[src/rtl/uint32_rcv_pkg.sv]
// Shared definitions for the 8-digit display bus receiver: segment patterns,
// FSM encoding, frame geometry and a nibble insert helper.
package uint32_rcv_pkg;

   localparam int unsigned NUM_DIGITS = 8;
   localparam int unsigned NIBBLE_W   = 4;

   typedef enum logic [1:0] {
      ST_IDLE    = 2'd0,
      ST_CAPTURE = 2'd1,
      ST_WAIT7   = 2'd2
   } rcv_state_e;

   // Segment a is bit 0; index is the hex value shown.
   localparam logic [6:0] SEG_PAT [16] = '{
      7'h3F, 7'h06, 7'h5B, 7'h4F, 7'h66, 7'h6D, 7'h7D, 7'h07,
      7'h7F, 7'h6F, 7'h77, 7'h7C, 7'h39, 7'h5E, 7'h79, 7'h71
   };

   function automatic logic [31:0] put_nibble(input logic [31:0] word,
                                              input logic [2:0]  pos,
                                              input logic [3:0]  nib);
      logic [31:0] res;
      res = word;
      res[{pos, 2'b00} +: 4] = nib;
      return res;
   endfunction

endpackage

[src/rtl/uint32_rcv_seg8_to_nibble.sv]
// Combinational segment-pattern decoder: 7-bit a..g pattern to hex nibble,
// ok low when the pattern is not one of the 16 hex glyphs.
module seg8_to_nibble
   import uint32_rcv_pkg::*;
(
   input  logic [6:0] pat,
   output logic [3:0] nibble,
   output logic       ok
);

   // Table match; patterns are distinct so at most one entry hits.
   always_comb begin
      nibble = 4'd0;
      ok     = 1'b0;
      for (int i = 0; i < 16; i++) begin
         nibble = (pat == SEG_PAT[i]) ? 4'(i) : nibble;
         ok     = (pat == SEG_PAT[i]) ? 1'b1  : ok;
      end
   end

endmodule

[src/rtl/uint32_rcv.sv]
// Receive side of the multiplexed 8-digit display bus: samples drains/leds,
// decodes each digit and reassembles the displayed 32-bit value.
module uint32_rcv
   import uint32_rcv_pkg::*;
#(
   parameter bit DRAINS_ACTIVE_LOW = 1'b0,
   parameter bit LEDS_ACTIVE_LOW   = 1'b0,
   parameter bit ALLOW_HOLD        = 1'b1
) (
   input  logic        CLK,
   input  logic        RST,
   input  logic [7:0]  drains,
   input  logic [7:0]  leds,
   output logic [31:0] data,
   output logic [7:0]  dots,
   output logic        valid,
   output logic        err,
   output logic        busy
);

   logic [7:0]  d_q, d_d, l_q, l_d;
   rcv_state_e  state_q, state_d;
   logic [2:0]  expect_q, expect_d;
   logic [31:0] shadow_q, shadow_d, data_q, data_d;
   logic [7:0]  sdots_q, sdots_d, dots_q, dots_d;
   logic        valid_q, valid_d, err_q, err_d, busy_q, busy_d;

   logic        onehot_s, start_s, ok_s;
   logic [2:0]  idx_s;
   logic [3:0]  nib_s;

   seg8_to_nibble u_dec (
      .pat    (l_q[6:0]),
      .nibble (nib_s),
      .ok     (ok_s)
   );

   // One-hot check and index of the selected digit.
   always_comb begin
      onehot_s = (d_q != 8'h00) && ((d_q & (d_q - 8'h01)) == 8'h00);
      idx_s    = 3'd0;
      for (int i = 0; i < NUM_DIGITS; i++) begin
         idx_s = d_q[i] ? 3'(i) : idx_s;
      end
      start_s  = onehot_s && (idx_s == 3'd0) && ok_s;
   end

   // Input polarity normalisation and frame FSM next-state logic.
   always_comb begin
      d_d      = DRAINS_ACTIVE_LOW ? ~drains : drains;
      l_d      = LEDS_ACTIVE_LOW ? ~leds : leds;
      state_d  = state_q;
      expect_d = expect_q;
      shadow_d = shadow_q;
      sdots_d  = sdots_q;
      data_d   = data_q;
      dots_d   = dots_q;
      valid_d  = 1'b0;
      err_d    = 1'b0;
      case (state_q)
         ST_IDLE: begin
            if (start_s) begin
               shadow_d   = put_nibble(shadow_q, 3'd0, nib_s);
               sdots_d[0] = l_q[7];
               expect_d   = 3'd1;
               state_d    = ST_CAPTURE;
            end else begin
               state_d    = ST_IDLE;
            end
         end
         ST_CAPTURE: begin
            if (d_q == 8'h00) begin
               state_d = ST_IDLE;
            end else if (!onehot_s) begin
               err_d   = 1'b1;
               state_d = ST_IDLE;
            end else if (ALLOW_HOLD && (idx_s == (expect_q - 3'd1))) begin
               state_d = ST_CAPTURE;
            end else if (idx_s == expect_q) begin
               if (ok_s) begin
                  shadow_d       = put_nibble(shadow_q, idx_s, nib_s);
                  sdots_d[idx_s] = l_q[7];
                  expect_d       = expect_q + 3'd1;
                  if (idx_s == 3'd7) begin
                     data_d  = shadow_d;
                     dots_d  = sdots_d;
                     valid_d = 1'b1;
                     state_d = ST_WAIT7;
                  end else begin
                     state_d = ST_CAPTURE;
                  end
               end else begin
                  err_d   = 1'b1;
                  state_d = ST_IDLE;
               end
            end else if (start_s) begin
               // Out-of-order digit 0 is both an error and a fresh frame start.
               err_d      = 1'b1;
               shadow_d   = put_nibble(shadow_q, 3'd0, nib_s);
               sdots_d[0] = l_q[7];
               expect_d   = 3'd1;
               state_d    = ST_CAPTURE;
            end else begin
               err_d   = 1'b1;
               state_d = ST_IDLE;
            end
         end
         ST_WAIT7: begin
            if (onehot_s && (idx_s == 3'd7)) begin
               state_d = ST_WAIT7;
            end else if (start_s) begin
               shadow_d   = put_nibble(shadow_q, 3'd0, nib_s);
               sdots_d[0] = l_q[7];
               expect_d   = 3'd1;
               state_d    = ST_CAPTURE;
            end else if (d_q == 8'h00) begin
               state_d = ST_IDLE;
            end else begin
               err_d   = 1'b1;
               state_d = ST_IDLE;
            end
         end
         default: begin
            state_d = ST_IDLE;
         end
      endcase
      busy_d = (state_d == ST_CAPTURE);
   end

   // All state and registered outputs.
   always_ff @(posedge CLK or posedge RST) begin
      if (RST) begin
         d_q      <= 8'h00;
         l_q      <= 8'h00;
         state_q  <= ST_IDLE;
         expect_q <= 3'd0;
         shadow_q <= 32'h0;
         sdots_q  <= 8'h00;
         data_q   <= 32'h0;
         dots_q   <= 8'h00;
         valid_q  <= 1'b0;
         err_q    <= 1'b0;
         busy_q   <= 1'b0;
      end else begin
         d_q      <= d_d;
         l_q      <= l_d;
         state_q  <= state_d;
         expect_q <= expect_d;
         shadow_q <= shadow_d;
         sdots_q  <= sdots_d;
         data_q   <= data_d;
         dots_q   <= dots_d;
         valid_q  <= valid_d;
         err_q    <= err_d;
         busy_q   <= busy_d;
      end
   end

   assign data  = data_q;
   assign dots  = dots_q;
   assign valid = valid_q;
   assign err   = err_q;
   assign busy  = busy_q;

endmodule

[config.mk]
export PLATFORM = sky130hd
export DESIGN_NAME = uint32_rcv
export DESIGN_NICKNAME = d
export VERILOG_FILES = /design/src/rtl/uint32_rcv_pkg.sv /design/src/rtl/uint32_rcv_seg8_to_nibble.sv /design/src/rtl/uint32_rcv.sv
export SDC_FILE = /design/constraint.sdc
export NUM_CORES = 1
export LEC_CHECK = 0
export CORE_MARGIN = 2
export CORE_UTILIZATION = 56
export CTS_CLUSTER_SIZE = 25
export DETAILED_ROUTE_END_ITERATION = 8
export GPL_TIMING_DRIVEN = 0
export PLACE_DENSITY_LB_ADDON = 0.1
export SYNTH_ARGS = -nofsm -noshare
export SYNTH_HDL_FRONTEND = slang
export SYNTH_SLANG_ARGS = --single-unit
[constraint.sdc]
create_clock -name CLK -period 4.27 [get_ports CLK]
set_input_delay 1.0675 -clock CLK [delete_from_list [all_inputs] [get_ports CLK]]
set_output_delay 1.0675 -clock CLK [all_outputs]
set_load 0.01 [all_outputs]
Word-level counts from Yosys, hierarchy flattened. Index checks and enable logic that the tools add are counted.

Add/sub/neg operators: 4. $lt $le $gt $ge: 2. Equality and inequality tests: 27. Shift operators: 2. Muxes and demuxes: 91. Bitwise gates (word level): 3. Reductions and logical operators: 14.

Operators with widths (number): $mux W32 (6); $pmux W32 S3 (1); $eq A7 B7 Y1 const B (12); $mux W4 (15); $mux W1 (42); $mux W3 (11); $bwmux W32 (1); $shift A4 B7 Y32 const A (1); $shiftx A4 B7 Y32 (1); $mux W2 (9); $logic_not A8 Y1 (2); $eq A7 B3 Y1 const B (2); $eq A7 B6 Y1 const B (2); $reduce_and A6 Y1 (2); $pmux W3 S3 (1); $and A8 B8 Y8 (1); $bwmux W8 (1); $ne A2 B2 Y1 const B (4); $reduce_bool A8 Y1 (1); $sub A8 B1 Y8 const B (1); $neg A5 Y7 (1); $reduce_and A7 Y1 (1); $eq A3 B3 Y1 (2); $pmux W2 S3 (1); other kinds (16) (22).

Bits in registers: 104. Output and inout bits: 43. Logic and storage cells: 155.

Longest topological paths before layout. Gate-level depths: netlist of the first run.

Word-level depth: 25. Gate-level depth with buffers: 13.

By module. A second synthesis of the first run with hierarchy kept.

Cell total of the unflattened synthesis: 537. Area, all modules: 5325.1 µm².

Modules (own cells, without submodules): uint32_rcv (instances 1, cells each 481, area each 4926.0 µm², seq. area each 2602.5 µm²); seg8_to_nibble (instances 1, cells each 56, area each 399.1 µm², seq. area each 0.0 µm²).

Least setup slack after synthesis of the first run. OpenSTA, ideal clock, no wires.

Path type: reg-to-reg. Start point: register d_q[2]. End point: register shadow_q[17]. Data arrival time: 3.074 ns. Path slack: 1.071 ns. Stages on the path, launching flop included: 12. Buffers on the path: 2. Clock period less this slack: 3.199 ns. Cells stage by stage: dfrtp_1 nand2b_1 a211oi_1 nor2_1 ha_1 ha_1 clkbuf_1 nand4_1 nor2_1 or4b_1 buf_2 mux2_4.

Longest elaborated chain between the ends: 15. Elaborated cells between the ends (all ways): 32. Classes of those cells: add/sub (2); eq/ne (8); shift (2); mux (13); bitwise (1); reduce/logical (6).

Ends and longest elaborated chain: start: declaration (line uint32_rcv.sv:21) `logic [7:0] d_q, d_d, l_q, l_d;`; start signal: assignment (line uint32_rcv.sv:133) `d_q <= 8'h00;`; start signal: assignment (line uint32_rcv.sv:145) `d_q <= d_d;`; $mux W2 (2 in series) (line uint32_rcv.sv:43) `idx_s = d_q[i] ? 3'(i) : idx_s;`; $mux W3 (4 in series) (line uint32_rcv.sv:43); $neg A5 Y7 (line uint32_rcv_pkg.sv:25) `res[{pos, 2'b00} +: 4] = nib;`; $shiftx A4 B7 Y32 or $shift A4 B7 Y32 (tied branches) (line uint32_rcv_pkg.sv:25); $bwmux W32 (line uint32_rcv_pkg.sv:25); $mux W32 (line uint32_rcv.sv:80) `if (ok_s) begin`; $mux W32 (line uint32_rcv.sv:79) `end else if (idx_s == expect_q) begin`; $mux W32 (line uint32_rcv.sv:77) `end else if (ALLOW_HOLD && (idx_s == (expect_q - 3'd1))) begin`; $mux W32 (line uint32_rcv.sv:74) `end else if (!onehot_s) begin`; $mux W32 (line uint32_rcv.sv:72) `if (d_q == 8'h00) begin`; $pmux W32 S3 (line uint32_rcv.sv:60) `case (state_q)`; end signal: assignment (line uint32_rcv.sv:149) `shadow_q <= shadow_d;`; end: declaration (line uint32_rcv.sv:24) `logic [31:0] shadow_q, shadow_d, data_q, data_d;`.

Several ways; a longest one is shown, not always the timed one. The select of a mux whose other input is x is not followed. A chain may end at the register's enable or synchronous reset.

Worst setup path in the final report of the first run.
Start point: register d_q[2]. End point: register data_q[22] (netlist: data[22]).

Longest elaborated chain between the ends: 9. Elaborated cells between the ends (all ways): 22. Classes of those cells: add/sub (2); eq/ne (3); shift (2); mux (7); bitwise (3); reduce/logical (5).

Ends and longest elaborated chain: $mux W2 (2 in series) (line uint32_rcv.sv:43); $mux W3 (4 in series) (line uint32_rcv.sv:43); $neg A5 Y7 or $eq A3 B3 Y1 (tied branches) (line uint32_rcv_pkg.sv:25, uint32_rcv.sv:77); $shiftx A4 B7 Y32, or another cell as far along (line uint32_rcv_pkg.sv:25); $bwmux W32 or $reduce_and A7 Y1 (tied branches); end signal: assignment (line uint32_rcv.sv:151) `data_q <= data_d;`; end: declaration (line uint32_rcv.sv:24).

Several ways; a longest one is shown, not always the timed one.

==> reports/summary.md, run 1 <==
* **outcome** complete, no violations
* **setup-violating endpoint count in the final report** 0
* **Congestion Overflow GR** 0
* **ratio of final minimum period to clock period** 88.61%
* **required time worst endpoint** 4.50 ns
* **Clk pin slew, worst setup/hold paths** 0.10 ns
* **minimum clock period** 3.784 ns
* **global-route usage over all layers** 23.27%
* **core outline area** 0.009240 mm²
* **slew of the pin with the lowest slew margin** 0.7741 ns
* **class of the tightest hold or removal check** register to register
* **worst setup margin** 0.4863 ns
* **ratio of total power to cell area** 275.6 mW/mm²
* **Fmax** 264.3 MHz
* **post-synth top area cell** dfrtp_1
* **post-detailed-placement cell area** 0.006135 mm²
* **total clock buffers created by CTS** 9
* **die span in x** 101.7 µm
* **Rows** 35
* **count of cell types in the netlist** 60
* **prevailing post-synth register cell** dfrtp_1
* **wire length of the first global-routing pass** 19,020 µm
* **total die area** 0.01034 mm²
* **Relative slew margins** 48.17%
* **Detail Route met3 WL** 447 µm
* **crit-path max FO** 11
* **final hold viol count** 0
* **number of H-tree levels** 3
* **clock sink total** 104
* **ratio of routed vias to standard cells** 5.674
* **netlist area before placement** 0.005343 mm²
* **layout net count** 605
* **share of the synthesized area in the top cell type** 48.71%
* **peak ir drop on the vdd network** 0.1767 mV
* **total iterations of the first detailed-routing run** 4
* **endpoint kind of the worst setup timing path** register
* **CTS tree** built
* **register-to-register setup slack** 0.49 ns
* **Async S/R FF share, synth** 100.0%
* **kind of critical path** register to register
* **setup skew after layout** 0.01672 ns
* **sum of internal, switching and leakage power** 1745 µW
* **Syn Nets** 533
* **largest net degree at the start of global routing** 64
* **antenna diode count** 0
* **number of port buffers** 60
* **Post-CTS Setup Bufs** 0
* **routed vias** 4,023
* **weighted congestion reported at the end of routability-driven placement** 0.8473
* **clock latency reported for the late side of the worst-skew pair** 0.36 ns
* **met1 WL** 5376 µm
* **Detailed Place HPWL** 8464 µm
* **antenna violations before repair** 0
* **count of flip-flops with a built-in enable after synthesis** 0
* **number of buffers added to fix hold violations after cts** 0
* **per-cell routed wire length** 16.10 µm
* **standby leakage power** 0.002817 µW
* **final instance area** 0.006332 mm²
* **Post-Syn Area per Cell** 10.62 µm²
* **final sum of negative setup slack** 0 ns
* **cell count after synthesis** 503
* **Final Max Tran Viols** 0
* **highest routed layer** met4
* **number of top-level design ports** 61
* **final core area utilization** 68.53%
* **DRC** 0
* **Root Buffer** clkbuf_8
* **setup repair after global routing missed its margin** no
* **layout cells sized above 1** 15.17%
* **CP startpoint kind** register
* **effective utilization at floorplan** 57.82%
* **number of design-rule violations left by the first detailed-router iteration** 221
* **antenna viol nets, final** 0
* **share of synthesized area occupied by flip-flops and latches** 48.71%
* **YS warnings** 0
* **Met2 Routed Length** 5421 µm
* **number of max-cap violations** 0
* **number of global-route vias before repair** 3,863
* **area overhead of the layout relative to synthesis** 18.52%
* **most frequently used cell type in the post-synthesis netlist** dfrtp_1
* **die height** 101.7 µm
* **most frequent cells after synthesis** dfrtp_1, nand2_1, mux2_2, o21ai_0, mux2i_1
* **Max clock buf depth** 2
* **dominant cells by area after synthesis** dfrtp_1, mux2_2, mux2i_1
* **number of synthesized register bits** 104
* **data arrival time of the critical path** 4.02 ns
* **post-place setup slack** 0.5376 ns
* **count of instances resized after the clock tree is built** 0
* **Detailed Route WL** 11,410 µm
## power by group
part | total [µW] | switching, µW | internal (µW)
Combinational | 139 | 90.3 | 48.4
Clock | 605 | 350 | 255
Sequential | 1000 | 9.33 | 992
Total | 1740 | 450 | 1300
## cell usage in the layout (no fill, tap or decap), types with 12 or more instances in the layout
master,count
dfrtp_1,104
nand2_1,64
clkdlybuf4s50_1,60
mux2_2,42
o21ai_0,40
mux2i_1,35
nor2_1,22
clkbuf_1,18
inv_1,13
ha_1,12
## layout make-up
class / count / area [µm²]
clock inverter: 5 / 46.29
fill: 718 / 2908
clock buffer: 11 / 151.4
buffer: 28 / 113.9
timing repair buffer: 61 / 628.1
inverter: 17 / 66.31
sequential: 104 / 2603
multi-input combinational: 354 / 2562
tap: 129 / 161.4
## state kept, by name (all words and copies together), names as in the netlist
signal,flops
sdots_q,8
dots,8
state_q,2
expect_q,3
data,32
err,1
valid,1
l_q,8
shadow_q,32
d_q,8
busy,1
## worst paths after layout
check                                     from                  endpoint  cells past startpoint
max                           d_q[2]$_DFF_PP0_      data[22]$_DFFE_PP0P_                     12
min                        data[0]$_DFFE_PP0P_       data[0]$_DFFE_PP0P_                      2
max reg2reg                   d_q[2]$_DFF_PP0_      data[22]$_DFFE_PP0P_                     12
min reg2reg                data[0]$_DFFE_PP0P_       data[0]$_DFFE_PP0P_                      2
max in group asynchronous                  RST  shadow_q[13]$_DFFE_PP0P_                      3
min in group asynchronous                  RST          d_q[0]$_DFF_PP0_                      2
## stage by stage
step | instances | hold WS [ns]
final | 709 | 0.4876
after global routing | 709 | 0.5119
after CTS | 709 | 0.4965
after detailed placement | 693 | 0.4741
after global placement | 692 | 0.4633
after floorplan | 503 | 0.4799
## cells by family after synthesis
group	after synthesis	share of synthesized area, %
flops	104	48.71
buf+inv	45	3.325
compound gates	91	11.01
xor+xnor	4	0.6559
mux	80	16.25
fa+ha+maj	12	2.810
simple gates	167	17.24
## critical path, cell delays in order (launching register included)
cell and delay, ns:
dfrtp_1 0.44, nand2b_1 0.18, a211oi_1 0.40, nor2_1 0.26, inv_2 0.21, clkbuf_1 0.41, ha_1 0.31, nor2b_1 0.29
nand4b_1 0.32, buf_2 0.29, clkbuf_1 0.30, nand2_1 0.15, o21ai_0 0.09
## per-layer routing
layer | up-vias | track usage (%)
met4 | 0 | 7.069
met1 | 1985 | 33.76
met5 | - | 0
met3 | 15 | 3.313
li1 | 1937 | -
met2 | 86 | 36.54
No activity file was read; power rests on OpenSTA's default activity.
==> inputs of run 2 (changes only) <==
--- a/config.mk
+++ b/config.mk
@@ -7,6 +7,7 @@
 export LEC_CHECK = 0
 export CORE_MARGIN = 2
 export CORE_UTILIZATION = 56
+export CTS_CLUSTER_DIAMETER = 60
 export CTS_CLUSTER_SIZE = 25
 export DETAILED_ROUTE_END_ITERATION = 8
 export GPL_TIMING_DRIVEN = 0
==> results of run 2 <==
No change in the layout: final DEF, timing and power equal those of run 1.
==> edit (config.mk and constraints of run 1) <==
`data_q` no longer has a reset.
--- a/src/rtl/uint32_rcv.sv
+++ b/src/rtl/uint32_rcv.sv
@@ -137,5 +137,4 @@
          shadow_q <= 32'h0;
          sdots_q  <= 8'h00;
-         data_q   <= 32'h0;
          dots_q   <= 8'h00;
          valid_q  <= 1'b0;
@@ -149,5 +148,4 @@
          shadow_q <= shadow_d;
          sdots_q  <= sdots_d;
-         data_q   <= data_d;
          dots_q   <= dots_d;
          valid_q  <= valid_d;
@@ -155,4 +153,8 @@
          busy_q   <= busy_d;
       end
+   end
+
+   always_ff @(posedge CLK) begin
+      data_q <= data_d;
    end
 
Formal check against the unedited RTL: no difference found for any inputs over 4 cycles, from zero or initial values and one cycle with RST high; that may be too few to reach the edited logic, so the function may still have changed.
==> edit against run 1 <==
Utilization shrank 1.1 points. Sequential cell count is the same. Power decreased by 1.2%. Cell area fell by 2.5%. Setup slack got worse by 93 ps. Largest power group unchanged. Synthesized area shrank 1.6%. Wire length shrank 2.1%.
==> edit: results (changes against run 1) <==
* Clock power share at 0.318 (was 0.347)
* Met2 usage in global routing at 0.4036 (was 0.3654)
* Status: completed (unchanged)
* Dpl cell area at 6000 µm² (was 6135 µm²)
* Synth unique cells at 68 (was 60)
* Seq pwr share at 0.602 (was 0.574)
* Post-placement setup slack at 443.9 ps (was 537.6 ps)
* Detailed router's first-iteration violation count at 275 (was 221)
* Cell internal pwr at 0.001293 W (was 0.001295 W)
* Layout cells sized above 1 at 0.1012 (was 0.1517)
* Final Non-Filler Cells at 674 (was 709)
* Number of global-route vias before repair at 3923 (was 3863)
* Worst-path maximum fanout at 10 (was 11)
* Fin Clk Skew at 11.29 ps (was 16.72 ps)
* First-pass GRT wire length at 18.86 mm (was 19.02 mm)
* Setup ws final at 392.9 ps (was 486.3 ps)
* Dpl cells at 658 (was 693)
* Setup crit end: shadow_q[1] (was data[22])
* # fillers at 708 (was 718)
* Met1 WL at 4.725 mm (was 5.376 mm)
* Largest net degree at the start of global routing at 73 (was 64)
* Routed len/inst at 16.58 µm (was 16.10 µm)
* Async SR Flop Fraction at 0.6923 (was 1.000)
* Relative slew slack at 0.4136 (was 0.4817)
* R2R setup slack at 390 ps (was 490 ps)
* Gpl congestion at 0.8898 (was 0.8473)
* Detailed placer's ending HPWL at 7.993 mm (was 8.464 mm)
* Crit path DAT at 4130 ps (was 4020 ps)
* Hold Path Origin: shadow_q[19] (was data[0])
* Nets at 588 (was 605)
* GRT Util Overall at 0.2351 (was 0.2327)
* Area contributors post-synth: dfrtp_1 (34%), edfxtp_1 (18%), nand2_1 (4.0%), ha_1 (2.9%), a22o_1 (2.8%) (was dfrtp_1 (49%), mux2_2 (8.9%), mux2i_1 (6.6%), nand2_1 (4.5%), o21ai_0 (3.7%))
* Leakage at 2.443 nW (was 2.817 nW)
* Worst Setup SP: d_q[5] (was d_q[2])
* Seq/Total Area, Yosys at 0.5255 (was 0.4871)
* Grt met3 use at 0.03675 (was 0.03313)
* Hold worst-path end: shadow_q[19] (was data[0])
* EDFF count, synth at 32 (was 0)
* Syn_nets at 517 (was 533)
* Routed vias at 4080 (was 4023)
[edit: layout make-up]
class,count,area (µm²),share of cell area
Buffer,21,108.9,0.01764
Clock buffer,11,131.4,0.02129
Clock inverter,5,41.29,0.006690
Inverter,21,81.33,0.01318
Multi-Input combinational cell,341,2307,0.3738
Sequential cell,104,2763,0.4476
Tap cell,111,138.9,0.02250
Timing Repair Buffer,60,600.6,0.09730
[edit: logic make-up (layout without fill, tap and decap cells)]
group | Yosys count | after routing | synth area share
fa+ha+maj | 12 | 12 | 0.02856
buf+inv | 42 | 118 | 0.03570
xor+xnor | 5 | 5 | 0.008331
flops | 104 | 104 | 0.5255
mux | 30 | 30 | 0.06568
compound gates | 119 | 119 | 0.1592
simple gates | 175 | 175 | 0.1771
[edit: critical path, cell delays in order, from the launching register on]
cell and delay [ps]:
dfrtp_1 370, buf_2 170, nor2b_1 220, a211oi_1 120, nor2_1 530, ha_1 260
ha_1 140, clkbuf_1 370, nand2_1 120, nor3_2 460, nand2_1 130, a211oi_2 490
mux2_1 370
